### config.mk
export PLATFORM = sky130hd
export DESIGN_NAME = rdy_halt_ctrl_flat
export DESIGN_NICKNAME = d
export VERILOG_FILES = /design/src/rtl/rdy_halt_ctrl_if.sv /design/src/rtl/rdy_halt_ctrl.sv /design/src/flat_wrapper.sv
export SDC_FILE = /design/constraint.sdc
export NUM_CORES = 1
export LEC_CHECK = 0
export ABC_AREA = 0
export ABC_CLOCK_PERIOD_IN_PS = 1500
export BUFFER_PORTS_ARGS = -buffer_cell sky130_fd_sc_hd__buf_2
export CORE_AREA = 3 3 65 67
export CTS_BUF_LIST = sky130_fd_sc_hd__clkbuf_4
export DETAILED_ROUTE_END_ITERATION = 8
export DIE_AREA = 0 0 68 70
export SLEW_MARGIN = 10
export SYNTH_ARGS = -nofsm -noshare
export SYNTH_HDL_FRONTEND = slang
export SYNTH_SLANG_ARGS = --single-unit
### constraint.sdc
create_clock -name phi2 -period 1.5 [get_ports phi2]
set_input_delay 0.225 -clock phi2 [delete_from_list [all_inputs] [get_ports phi2]]
set_output_delay 0.225 -clock phi2 [all_outputs]
set_load 0.02 [all_outputs]
### src/rtl/rdy_halt_ctrl_if.sv
// rdy_halt_ctrl_if: CPU/bus-side handshake between the core, the bus and the RDY halt controller
interface rdy_halt_ctrl_if #(parameter int HCOUNT_W = 7);
    logic                RW;
    logic                SYNC;
    logic                wsync_wr;
    logic                dma_req;
    logic [3:0]          dma_len;
    logic                RDY;
    logic                dma_grant;
    logic                dma_drop;
    logic                busy;
    logic [HCOUNT_W-1:0] hcount;
    modport master(output RW, SYNC, wsync_wr, dma_req, dma_len,
                   input RDY, dma_grant, dma_drop, busy, hcount);
    modport slave(input RW, SYNC, wsync_wr, dma_req, dma_len,
                  output RDY, dma_grant, dma_drop, busy, hcount);
endinterface

### src/rtl/rdy_halt_ctrl.sv
// rdy_halt_ctrl: generates 6502C RDY for WSYNC waits and DMA bursts; owns the horizontal cycle counter.
// Optional RDY_SYNC_ALIGN_EN: halts only land on opcode-fetch read cycles (RW=1 and SYNC=1).
module rdy_halt_ctrl #(
    parameter int HCOUNT_W  = 7,
    parameter int HLINE_LEN = 114,
    parameter int WSYNC_POS = 105
) (
    input  logic            phi2,
    input  logic            reset,
    rdy_halt_ctrl_if.slave  bus
);
    typedef enum logic [2:0] {IDLE, ARM, HALT, DMA, WAIT} state_t;
    localparam logic [HCOUNT_W-1:0] H_LAST = HCOUNT_W'(HLINE_LEN - 1);
    localparam logic [HCOUNT_W-1:0] H_REL  = HCOUNT_W'(WSYNC_POS);
    state_t              state, state_nxt;
    logic [HCOUNT_W-1:0] hcount;
    logic                wsync_pend, wsync_nxt;
    logic                dma_pend, dma_pend_nxt;
    logic [4:0]          dma_len_q, dma_cnt, cnt_nxt;
    logic                dma_hit, dma_take, arm_go;
    logic                rdy, grant, drop;
`ifdef RDY_SYNC_ALIGN_EN
    assign arm_go = bus.RW & bus.SYNC;
`else
    logic unused_sync;
    assign unused_sync = bus.SYNC;
    assign arm_go      = bus.RW;
`endif
    // a write on the release edge wins, so the wait spans a full line
    assign wsync_nxt = bus.wsync_wr | (wsync_pend & (hcount != H_REL));
    assign dma_hit   = bus.dma_req & (dma_pend | (state == DMA));
    assign dma_take  = bus.dma_req & ~dma_hit;
    always_comb begin
        state_nxt    = state;
        dma_pend_nxt = dma_pend | dma_take;
        cnt_nxt      = dma_cnt;
        case (state)
            IDLE: state_nxt = (wsync_nxt | dma_pend_nxt) ? ARM : IDLE;
            ARM:  state_nxt = arm_go ? HALT : ARM;
            HALT: begin
                if (dma_pend) begin
                    state_nxt    = DMA;
                    cnt_nxt      = dma_len_q;
                    dma_pend_nxt = 1'b0;
                end else begin
                    state_nxt = wsync_nxt ? WAIT : IDLE;
                end
            end
            DMA: begin
                cnt_nxt   = dma_cnt - 5'd1;
                state_nxt = (dma_cnt == 5'd1) ? HALT : DMA;
            end
            WAIT:    state_nxt = (dma_pend | ~wsync_nxt) ? HALT : WAIT;
            default: state_nxt = IDLE;
        endcase
    end
    always_ff @(posedge phi2 or posedge reset) begin
        if (reset) begin
            state      <= IDLE;
            hcount     <= '0;
            wsync_pend <= 1'b0;
            dma_pend   <= 1'b0;
            dma_len_q  <= '0;
            dma_cnt    <= '0;
            rdy        <= 1'b1;
            grant      <= 1'b0;
            drop       <= 1'b0;
        end else begin
            state      <= state_nxt;
            hcount     <= (hcount == H_LAST) ? '0 : hcount + 1'b1;
            wsync_pend <= wsync_nxt;
            dma_pend   <= dma_pend_nxt;
            dma_len_q  <= dma_take ? {bus.dma_len == 4'd0, bus.dma_len} : dma_len_q;
            dma_cnt    <= cnt_nxt;
            rdy        <= (state_nxt == IDLE) | (state_nxt == ARM);
            grant      <= state_nxt == DMA;
            drop       <= dma_hit;
        end
    end
    assign bus.RDY       = rdy;
    assign bus.dma_grant = grant;
    assign bus.dma_drop  = drop;
    assign bus.busy      = state != IDLE;
    assign bus.hcount    = hcount;
endmodule

### src/flat_wrapper.sv
// flat-port wrapper written by rule: the top's interface ports become plain ports
module rdy_halt_ctrl_flat 
#(
    parameter int HCOUNT_W  = 7,
    parameter int HLINE_LEN = 114,
    parameter int WSYNC_POS = 105
)
  (phi2, reset, bus_RW, bus_SYNC, bus_wsync_wr, bus_dma_req, bus_dma_len, bus_RDY, bus_dma_grant, bus_dma_drop, bus_busy, bus_hcount);
  rdy_halt_ctrl_if #(.HCOUNT_W(HCOUNT_W)) bus_i ();
  input  logic phi2;
  input  logic reset;
  input wire logic [$bits(bus_i.RW)-1:0] bus_RW;
  input wire logic [$bits(bus_i.SYNC)-1:0] bus_SYNC;
  input wire logic [$bits(bus_i.wsync_wr)-1:0] bus_wsync_wr;
  input wire logic [$bits(bus_i.dma_req)-1:0] bus_dma_req;
  input wire logic [$bits(bus_i.dma_len)-1:0] bus_dma_len;
  output wire logic [$bits(bus_i.RDY)-1:0] bus_RDY;
  output wire logic [$bits(bus_i.dma_grant)-1:0] bus_dma_grant;
  output wire logic [$bits(bus_i.dma_drop)-1:0] bus_dma_drop;
  output wire logic [$bits(bus_i.busy)-1:0] bus_busy;
  output wire logic [$bits(bus_i.hcount)-1:0] bus_hcount;
  assign bus_i.RW = bus_RW;
  assign bus_i.SYNC = bus_SYNC;
  assign bus_i.wsync_wr = bus_wsync_wr;
  assign bus_i.dma_req = bus_dma_req;
  assign bus_i.dma_len = bus_dma_len;
  assign bus_RDY = bus_i.RDY;
  assign bus_dma_grant = bus_i.dma_grant;
  assign bus_dma_drop = bus_i.dma_drop;
  assign bus_busy = bus_i.busy;
  assign bus_hcount = bus_i.hcount;
  rdy_halt_ctrl #(.HCOUNT_W(HCOUNT_W), .HLINE_LEN(HLINE_LEN), .WSYNC_POS(WSYNC_POS)) u_core (.phi2(phi2), .reset(reset), .bus(bus_i));
endmodule
; Yosys cells after proc, flatten, opt, wreduce, memory -nomap -nowiden
; Cells that the tools add are included.
[totals]
register_bits = 25
inputBits = 10
output_inout_bits = 11
wordCells = 50
[op_classes]
addsub = 2
eq_ne = 10
mux = 12
bitwise = 11
reduce_logical = 6
[ops]
columns = operator, count
row1 = $pmux 3 s5, 1
row2 = $pmux 5 s2, 1
row3 = $eq 3x2->1 const B, 3
row4 = $mux 3, 3
row5 = $add 7x1->7 const B, 1
row6 = $eq 7x7->1 const B, 1
row7 = $mux 7, 1
row8 = $ne 7x7->1 const B, 1
row9 = $eq 3x1->1 const B, 2
row10 = $logic_not 3->1, 2
row11 = $or 1x1->1, 6
row12 = $eq 5x1->1 const B, 1
row13 = $mux 5, 1
row14 = $sub 5x1->5 const B, 1
row15 = $logic_not 4->1, 1
row16 = $mux 1, 4
row17 = $and 1x1->1, 3
row18 = $eq 3x3->1 const B, 1
row19 = $reduce_bool 3->1, 1
row20 = $mux 2, 1
row21 = $ne 2x1->1 const B, 1
row22 = $not 1->1, 2
row23 = $reduce_and 2->1, 1
row24 = $reduce_bool 2->1, 1

; Logic depth before layout (Yosys ltp)
; Gate-level depths: netlist of run 1.
[depth]
word_depth = 11
mapped_depth = 6
depth_no_buf = 6

; Least setup slack after synthesis of run 1
; No wires, ideal clock.
[synth_timing]
path_kind = reg-to-reg
startpoint = register u_core.hcount[1], in the netlist u_core.bus.hcount[1]
endpoint = register u_core.state[0]
setup_ns = 0.091
t_arrival_ns = 1.367
required_ns = 1.409
setup_slack_ns = 0.042
path_stages_with_launch = 7
n_path_buf = 0
synth_period_minus_slack_ns = 1.458
cell_sequence = dfrtp_1 inv_1 ha_1 and3b_1 a21o_1 and3_1 o221ai_1
[synth_via]
elab_chain_len = 6
[synth_rtl]
columns = item, line_no
row1 = "start, declared", rdy_halt_ctrl.sv:16  ; logic [HCOUNT_W-1:0] hcount;
row2 = "start signal, assigned", rdy_halt_ctrl.sv:70  ; hcount <= (hcount == H_LAST) ? '0 : hcount + 1'b1;
row3 = $ne 7x7->1, rdy_halt_ctrl.sv:30  ; assign wsync_nxt = bus.wsync_wr | (wsync_pend & (hcount != H_REL));
row4 = $and 1x1->1, rdy_halt_ctrl.sv:30
row5 = $or 1x1->1, rdy_halt_ctrl.sv:30
row6 = $or 1x1->1, rdy_halt_ctrl.sv:38  ; IDLE: state_nxt = (wsync_nxt | dma_pend_nxt) ? ARM : IDLE;
row7 = $mux 1, rdy_halt_ctrl.sv:38
row8 = $pmux 3 s5, rdy_halt_ctrl.sv:37  ; case (state)
row9 = named net u_core.state_nxt[0], rdy_halt_ctrl.sv:15  ; state_t state, state_nxt;
row10 = "end signal, assigned", rdy_halt_ctrl.sv:69  ; state <= state_nxt;
row11 = "end, declared", rdy_halt_ctrl.sv:15
; The timed path passes the listed nets, and every way through them passes these cells.
; A chain may end at the register's enable or synchronous reset.

; Worst setup path in the final report of run 1
[layout_timing]
startpoint = register u_core.state[2]
endpoint = output port bus_busy
[layout_via]
elab_chain_len = 1
[layout_rtl]
columns = item, line_no
row1 = $reduce_bool 3->1, rdy_halt_ctrl.sv:83  ; assign bus.busy = state != IDLE;
row2 = "end, declared", flat_wrapper.sv:20  ; output wire logic [$bits(bus_i.busy)-1:0] bus_busy;
; No other way between the ends.

==> results of run 1 <==
[path summary, 6_finish.rpt]
| path | slack, ns | to | cells after the start |
|---|---|---|---|
| min | 0.14 | u_core.dma_len_q[1] | 2 |
| max in group asynchronous | 0.72 | u_core.bus.RDY | 4 |
| max reg2reg | 0.002 | u_core.dma_cnt[3] | 5 |
| min in group asynchronous | 0.49 | u_core.bus.hcount[2] | 4 |
| min reg2reg | 0.51 | u_core.dma_len_q[1] | 1 |
| max | 0.002 | bus_busy | 2 |
[flip-flops by register name, indices dropped and copies added (netlist names)]
| name | count |
|---|---|
| u_core.bus.hcount | 7 |
| u_core.state | 3 |
| u_core.bus.RDY | 1 |
| u_core.dma_pend | 1 |
| u_core.dma_cnt | 5 |
| u_core.wsync_pend | 1 |
| u_core.bus.dma_grant | 1 |
| u_core.dma_len_q | 5 |
| u_core.bus.dma_drop | 1 |
[repair_timing]
action | 4_1_cts | 5_1_grt
hold buffers | 1 | 0
endpoints found under the hold margin | 24 | 0
resized for setup | 6 | 7
pin swaps | 0 | 0
setup buffers | 3 | 1
gates cloned | 0 | 0
setup endpoints to repair | 1 | 6
[final cells by class]
| cell class | instances | area (um2) |
|---|---|---|
| clock buffer | 4 | 30.03 |
| fill | 363 | 2085 |
| inverter | 6 | 22.52 |
| multi-input combinational | 81 | 621.8 |
| sequential | 25 | 630.6 |
| tap | 48 | 60.06 |
| timing repair buffer | 37 | 239.0 |
[logic make-up after synthesis]
| family | Yosys count | synth area share (%) |
|---|---|---|
| AO/OA/AOI/OAI | 24 | 12.67 |
| XOR/XNOR | 5 | 3.412 |
| adder cells (fa/ha/maj) | 4 | 3.899 |
| buffers and inverters | 12 | 4.873 |
| flip-flops | 25 | 48.83 |
| multiplexers | 5 | 4.288 |
| AND/OR/NAND/NOR | 43 | 22.03 |
[layout by cell type, fill, tap and decap left out, types with 2 or more instances in the layout]
cell and count:
sky130_fd_sc_hd__nand3_2 3, sky130_fd_sc_hd__and4bb_1 2, sky130_fd_sc_hd__o211ai_1 2, sky130_fd_sc_hd__xnor2_1 3, sky130_fd_sc_hd__buf_2 18, sky130_fd_sc_hd__nand2b_1 2
sky130_fd_sc_hd__nand3_1 5, sky130_fd_sc_hd__dfrtp_1 21, sky130_fd_sc_hd__ha_1 3, sky130_fd_sc_hd__o21ai_0 4, sky130_fd_sc_hd__nand2_1 5, sky130_fd_sc_hd__mux2_1 3
sky130_fd_sc_hd__or4_1 2, sky130_fd_sc_hd__buf_4 17, sky130_fd_sc_hd__dfrtp_2 3, sky130_fd_sc_hd__inv_1 6, sky130_fd_sc_hd__nor2_1 11, sky130_fd_sc_hd__a21oi_1 5
sky130_fd_sc_hd__clkbuf_4 4, sky130_fd_sc_hd__xor2_1 2
[where the power goes]
| part | total (mW) | internal [mW] | switching [mW] |
|---|---|---|---|
| registers | 1.07 | 0.908 | 0.159 |
| clock network | 0.309 | 0.122 | 0.187 |
| logic | 1.28 | 0.633 | 0.649 |
| total | 2.66 | 1.66 | 0.994 |
[metrics by stage]
step / hold slack (ns) / power, mW / util, %
floorplan: 0.2516 / 1.912 / -
global placement: 0.2926 / 2.142 / 40.57
detailed placement: 0.3039 / 2.208 / 40.57
CTS: 0.1249 / 2.637 / 42.67
global route: 0.1053 / 2.875 / 43.49
finish: 0.1379 / 2.657 / 43.49
[layer usage]
layer  global-route usage, %  share of wire (%)
met1                   13.86                 43
met2                   20.34                 51
met3                   3.859                5.0
met4                   3.091                1.0
met5                       0                  0
[worst max-delay path, cell delays in order (launching register included)]
cell	delay, ns
sky130_fd_sc_hd__dfrtp_2	0.43
sky130_fd_sc_hd__or3_4	0.40
sky130_fd_sc_hd__buf_6	0.14
==> flow_metrics.py, run 1 <==
metrics = {
    "clock_network": {
        "cts.reportedPaths.clkPinSlew_ns": 0.12,
        "cts-htree-levels": 1,
        "tritoncts": "done",
        "worst_skew_pair.late_latency_ns": 0.31,
        "tritoncts_num_sinks": 25,
        "clock_tree.root_cell": "sky130_fd_sc_hd__clkbuf_4",
        "max-clock-path-buffers": 2,
        "tritoncts.num_buffers": 3,
    },
    "sta": {
        "report.final.setup_viol": 0,
        "report.final.hold_viol_count": 0,
        "rsz0062_at_grt": "true",
        "max_slew_violation_total_from_the_final_report": 0,
        "final.min_clock_period_ns": 1.498,
        "tightestPinTransition_ns": 0.3122,
        "final.setup.tns_ns": 0,
        "timing.final.ws_setup_ns": 0.002232,
        "fin_worst_skew_ns": 0.003213,
        "post-route-period-util_pct": 99.85,
        "max_freq_mhz": 667.7,
        "max_slew_margin_pct": 79.18,
    },
    "synthesis": {
        "syn_nets": 132,
        "synth_largest_type_area_fraction_pct": 46.78,
        "async_flop_share_pct": 100.0,
        "synth-edff-count": 0,
        "library_cell_occupying_the_most_area_in_the_post_synthesis_netlist": "sky130_fd_sc_hd__dfrtp_1",
        "post_synthesis_sequential_area_ratio_pct": 48.83,
        "synthCells": 118,
        "average_footprint_of_a_synthesized_cell_um2": 10.88,
        "synth_area_leaders": "sky130_fd_sc_hd__dfrtp_1 (47%), sky130_fd_sc_hd__ha_1 (3.9%), sky130_fd_sc_hd__nor2_1 (3.2%)",
        "synth_ff_type": "sky130_fd_sc_hd__dfrtp_1",
        "synth.most_common_cell": "sky130_fd_sc_hd__dfrtp_1",
        "yosysWarnings": 0,
        "netlist_top_cells_count": "sky130_fd_sc_hd__dfrtp_1 (24), sky130_fd_sc_hd__nor2_1 (11), sky130_fd_sc_hd__a21oi_1 (6), sky130_fd_sc_hd__inv_1 (6), sky130_fd_sc_hd__nand3_1 (6)",
        "postSynthRegisterBits": 25,
        "synth_cell_types": 48,
        "synthesis.area_mm2": 0.001284,
    },
    "routing": {
        "ant_nets": 0,
        "detailedRoute.firstIterationViolations": 44,
        "post_drt_via_cell_ratio": 5.149,
        "drcViolationCount": 0,
        "wire_per_inst_um": 12.97,
        "detailroute.via_count": 1035,
        "route.final.wire_length_um": 2606,
        "drt_pass1_iterations": 4,
    },
    "place": {
        "port_buffers": 19,
        "hpwl_after_dpl_um": 1978,
        "placed_cell_area_mm2": 0.001496,
        "placed_cells": 192,
        "pre_cts_ws_ns": 0.02832,
        "routabilityCongestion": 0.7734,
    },
    "cells_and_area": {
        "antenna_cells_inserted": 0,
        "post-route-cell-area_mm2": 0.001604,
        "nNetsFinal": 168,
        "area_growth_pct": 24.95,
        "count_of_non_filler_cells_in_the_finished_layout": 201,
        "fraction_of_layout_instances_using_a_drive_strength_above_1_pct": 38.56,
    },
    "run": {
        "maxCapViolations": 0,
    },
    "floorplan": {
        "io_pins": 21,
        "die-width_um": 68,
        "core_mm2": 0.003689,
        "floorplan.die_area_mm2": 0.004760,
        "total_number_of_placement_rows": 22,
        "initial_cell_density_of_the_core_pct": 34.80,
        "die_height_um": 70,
    },
    "critical_path": {
        "worst_setup_path_start_kind": "flip-flop",
        "r2r_start": "u_core.state[2]",
        "arrival_time_of_data_at_the_critical_path_endpoint_ns": 1.27,
        "critPathRequiredTime_ns": 1.27,
        "critical_path.max_fanout": 2,
        "cp-end-kind": "output port",
        "worst-setup-path-type": "flip-flop to output port",
        "setup.worst_path.start": "u_core.state[2]",
    },
    "global_routing": {
        "globalRouteOverflowTotal": 0,
        "global_route.usage.total_pct": 11.86,
        "grt_pass1_wl_um": 4478,
        "maximum_number_of_pins_on_one_net_before_global_route_repair": 26,
        "grt_pass1_vias": 1069,
        "antenna_found_initial": 0,
    },
    "worst_hold_path": {
        "min_path_type": "primary input to flip-flop",
        "hold_start": "bus_dma_len[1]",
    },
    "power_and_ir_drop": {
        "powerDensity_mw_per_mm2": 1656,
        "p_leak_nw": 0.7443,
        "vdd_ir_drop_max_mv": 0.6842,
    },
    "status": {
        "run_status": "finished, final reports clean",
    },
}
No activity file was read; power rests on OpenSTA's default activity.
==> inputs of run 2 (changes only) <==
CORE_AREA = 3 3 76 78   (was 3 3 65 67)
DIE_AREA = 0 0 79 81   (was 0 0 68 70)
==> run 2 against run 1 <==
The flow now finishes with violations (setup timing). Clock skew is 0.0042 ns higher. Die area is 34% higher. Wire length is 6.2% higher. Power is 4.8% higher. Critical path type unchanged. Highest routed layer unchanged.
==> flow_metrics.py, run 2 (same netlist as run 1, synthesis figures left out) <==
metrics = {
    "status": {
        "run_status": "finished, violations left",
        "violations_in_the_final_reports": "setup timing",
    },
    "critical_path": {
        "setup.worst_path.start": "u_core.state[2]",
        "r2r_start": "u_core.state[2]",
        "crit_top_cell": "sky130_fd_sc_hd__buf_6",
        "worst-path-stages": 3,
        "crit_path_cell_trace": "buf_6, or3_4, buf_6",
        "critical_path.max_fanout": 3,
        "arrival_time_of_data_at_the_critical_path_endpoint_ns": 1.41,
        "cp-end-kind": "output port",
        "crit_buf_inv": 2,
        "critical-path-slowest-cell": "sky130_fd_sc_hd__dfrtp_2",
        "critPathRequiredTime_ns": 1.27,
        "critical_path_s_top_delay_family": "flip-flops",
        "timing.critical_path.slowest_cell_delay_ns": 0.45,
        "worst_setup_path_start_kind": "flip-flop",
        "worst-setup-path-type": "flip-flop to output port",
        "ff2ff_path_depth": 5,
    },
    "clock_network": {
        "clock_tree.root_cell": "sky130_fd_sc_hd__clkbuf_4",
        "worst_skew_pair.late_latency_ns": 0.32,
        "cts-htree-levels": 1,
        "tritoncts.num_buffers": 3,
        "max-clock-path-buffers": 2,
        "cts.reportedPaths.clkPinSlew_ns": 0.14,
        "tritoncts_num_sinks": 25,
        "tritoncts": "done",
    },
    "floorplan": {
        "core_mm2": 0.005140,
        "die_height_um": 81,
        "io_pins": 21,
        "die-width_um": 79,
        "initial_cell_density_of_the_core_pct": 24.98,
        "floorplan.die_area_mm2": 0.006399,
        "total_number_of_placement_rows": 26,
    },
    "cells_and_area": {
        "layout.cells.most_common_list": "sky130_fd_sc_hd__buf_4 (24), sky130_fd_sc_hd__dfrtp_1 (23), sky130_fd_sc_hd__buf_2 (18)",
        "antenna_cells_inserted": 0,
        "fraction_of_layout_instances_using_a_drive_strength_above_1_pct": 41.36,
        "post-route-cell-area_mm2": 0.001703,
        "area_growth_pct": 32.65,
        "finish.utilization_pct": 33.13,
        "largest_register_ffs": 7,
        "mostFrequentLayoutCell": "sky130_fd_sc_hd__buf_4",
        "multi_input_area_um2": 620.6,
        "regMostFlops": "u_core.bus.hcount",
        "register_area_um2": 628.1,
        "nNetsFinal": 177,
        "largestRegisters": "u_core.bus.hcount x7, u_core.dma_cnt x5, u_core.dma_len_q x5",
        "layout.filler_cells": 547,
    },
    "sta": {
        "rsz0062_at_grt": "true",
        "post-route-period-util_pct": 109.0,
        "report.final.setup_viol": 2,
        "max_slew_violation_total_from_the_final_report": 0,
        "whs_ns": 0.1163,
        "timing.final.ws_setup_ns": -0.1349,
        "max_slew_margin_pct": 78.34,
        "max_freq_mhz": 611.7,
        "fin_worst_skew_ns": 0.007461,
        "report.final.hold_viol_count": 0,
        "tightestPinTransition_ns": 0.3249,
        "final.min_clock_period_ns": 1.635,
    },
    "worst_hold_path": {
        "hold_path_depth": 2,
        "hold_start": "bus_dma_len[3]",
        "min_path_type": "primary input to flip-flop",
    },
    "power_and_ir_drop": {
        "vdd_ir_drop_max_mv": 0.5315,
        "powerDensity_mw_per_mm2": 1635,
        "p_leak_nw": 0.7865,
    },
    "routing": {
        "drcViolationCount": 0,
        "detailroute.via_count": 1014,
        "ant_nets": 0,
        "wire_per_inst_um": 11.93,
        "drt_pass1_iterations": 4,
        "post_drt_via_cell_ratio": 4.371,
        "route.final.wire_length_um": 2768,
        "detailedRoute.firstIterationViolations": 77,
    },
    "place": {
        "pre_cts_ws_ns": 0.02410,
        "hpwl_after_dpl_um": 1902,
        "port_buffers": 19,
        "placed_cell_area_mm2": 0.001546,
        "routabilityCongestion": 0.7763,
    },
    "global_routing": {
        "globalRouteOverflowTotal": 0,
        "maximum_number_of_pins_on_one_net_before_global_route_repair": 26,
        "antenna_found_initial": 0,
        "grt_pass1_wl_um": 4595,
        "global_route.usage.total_pct": 8.847,
        "grt_pass1_vias": 1000,
    },
    "run": {
        "maxCapViolations": 0,
    },
}
==> run 2: cell count changes in the layout (fill, tap and decap cells not counted), sizes merged <==
cell | before | now
buf | 36 | 45
==> run 2: worst paths after layout <==
kind,endpoint,slack [ns]
max in group asynchronous,u_core.bus.RDY,0.73
worst max-delay path,bus_busy,-0.13
worst min register to register,u_core.dma_len_q[4],0.51
worst min-delay path,u_core.dma_len_q[3],0.12
min in group asynchronous,u_core.dma_len_q[4],0.47
worst max register to register,u_core.dma_cnt[3],-0.02
==> run 2: layer usage <==
| layer | wire length (um) | GRT usage (%) | up-vias |
|---|---|---|---|
| met4 | 21 | 3.780 | 0 |
| met5 | 0 | 0 | - |
| met2 | 1314 | 13.97 | 11 |
| li1 | - | - | 514 |
| met3 | 50 | 1.109 | 2 |
| met1 | 1382 | 12.21 | 487 |
==> run 2: power by group <==
| part | switching, mW | leakage, nW | internal, mW |
|---|---|---|---|
| clock | 0.207 | 0.0184 | 0.122 |
| sequential | 0.159 | 0.296 | 0.902 |
| combinational | 0.653 | 0.472 | 0.742 |
==> run 2: layout make-up <==
| cell class | count | area share [%] |
|---|---|---|
| Sequential cell | 25 | 36.88 |
| Multi-Input combinational cell | 81 | 36.44 |
| Timing Repair Buffer | 46 | 18.44 |
| Tap cell | 70 | 5.143 |
| Clock buffer | 4 | 1.763 |
| Inverter | 6 | 1.323 |
==> run 2: per-stage QoR <==
step	std cells	setup TNS [ns]	power, mW
2_1_floorplan	118	0	1.912
3_3_place_gp	217	0	2.228
3_5_place_dp	217	0	2.249
4_1_cts	225	-0.1500	2.696
5_1_grt	232	-0.3005	3.004
6_report	232	-0.1569	2.785
==> run 2: timing repair <==
item | 4_1_cts | 5_1_grt
hold endpoints to repair | 24 | 0
hold buffers | 1 | 0
cloned | 0 | 0
pin swaps | 1 | 4
buffers inserted | 3 | 7
endpoints found under the setup margin | 1 | 5
resized for setup | 5 | 9
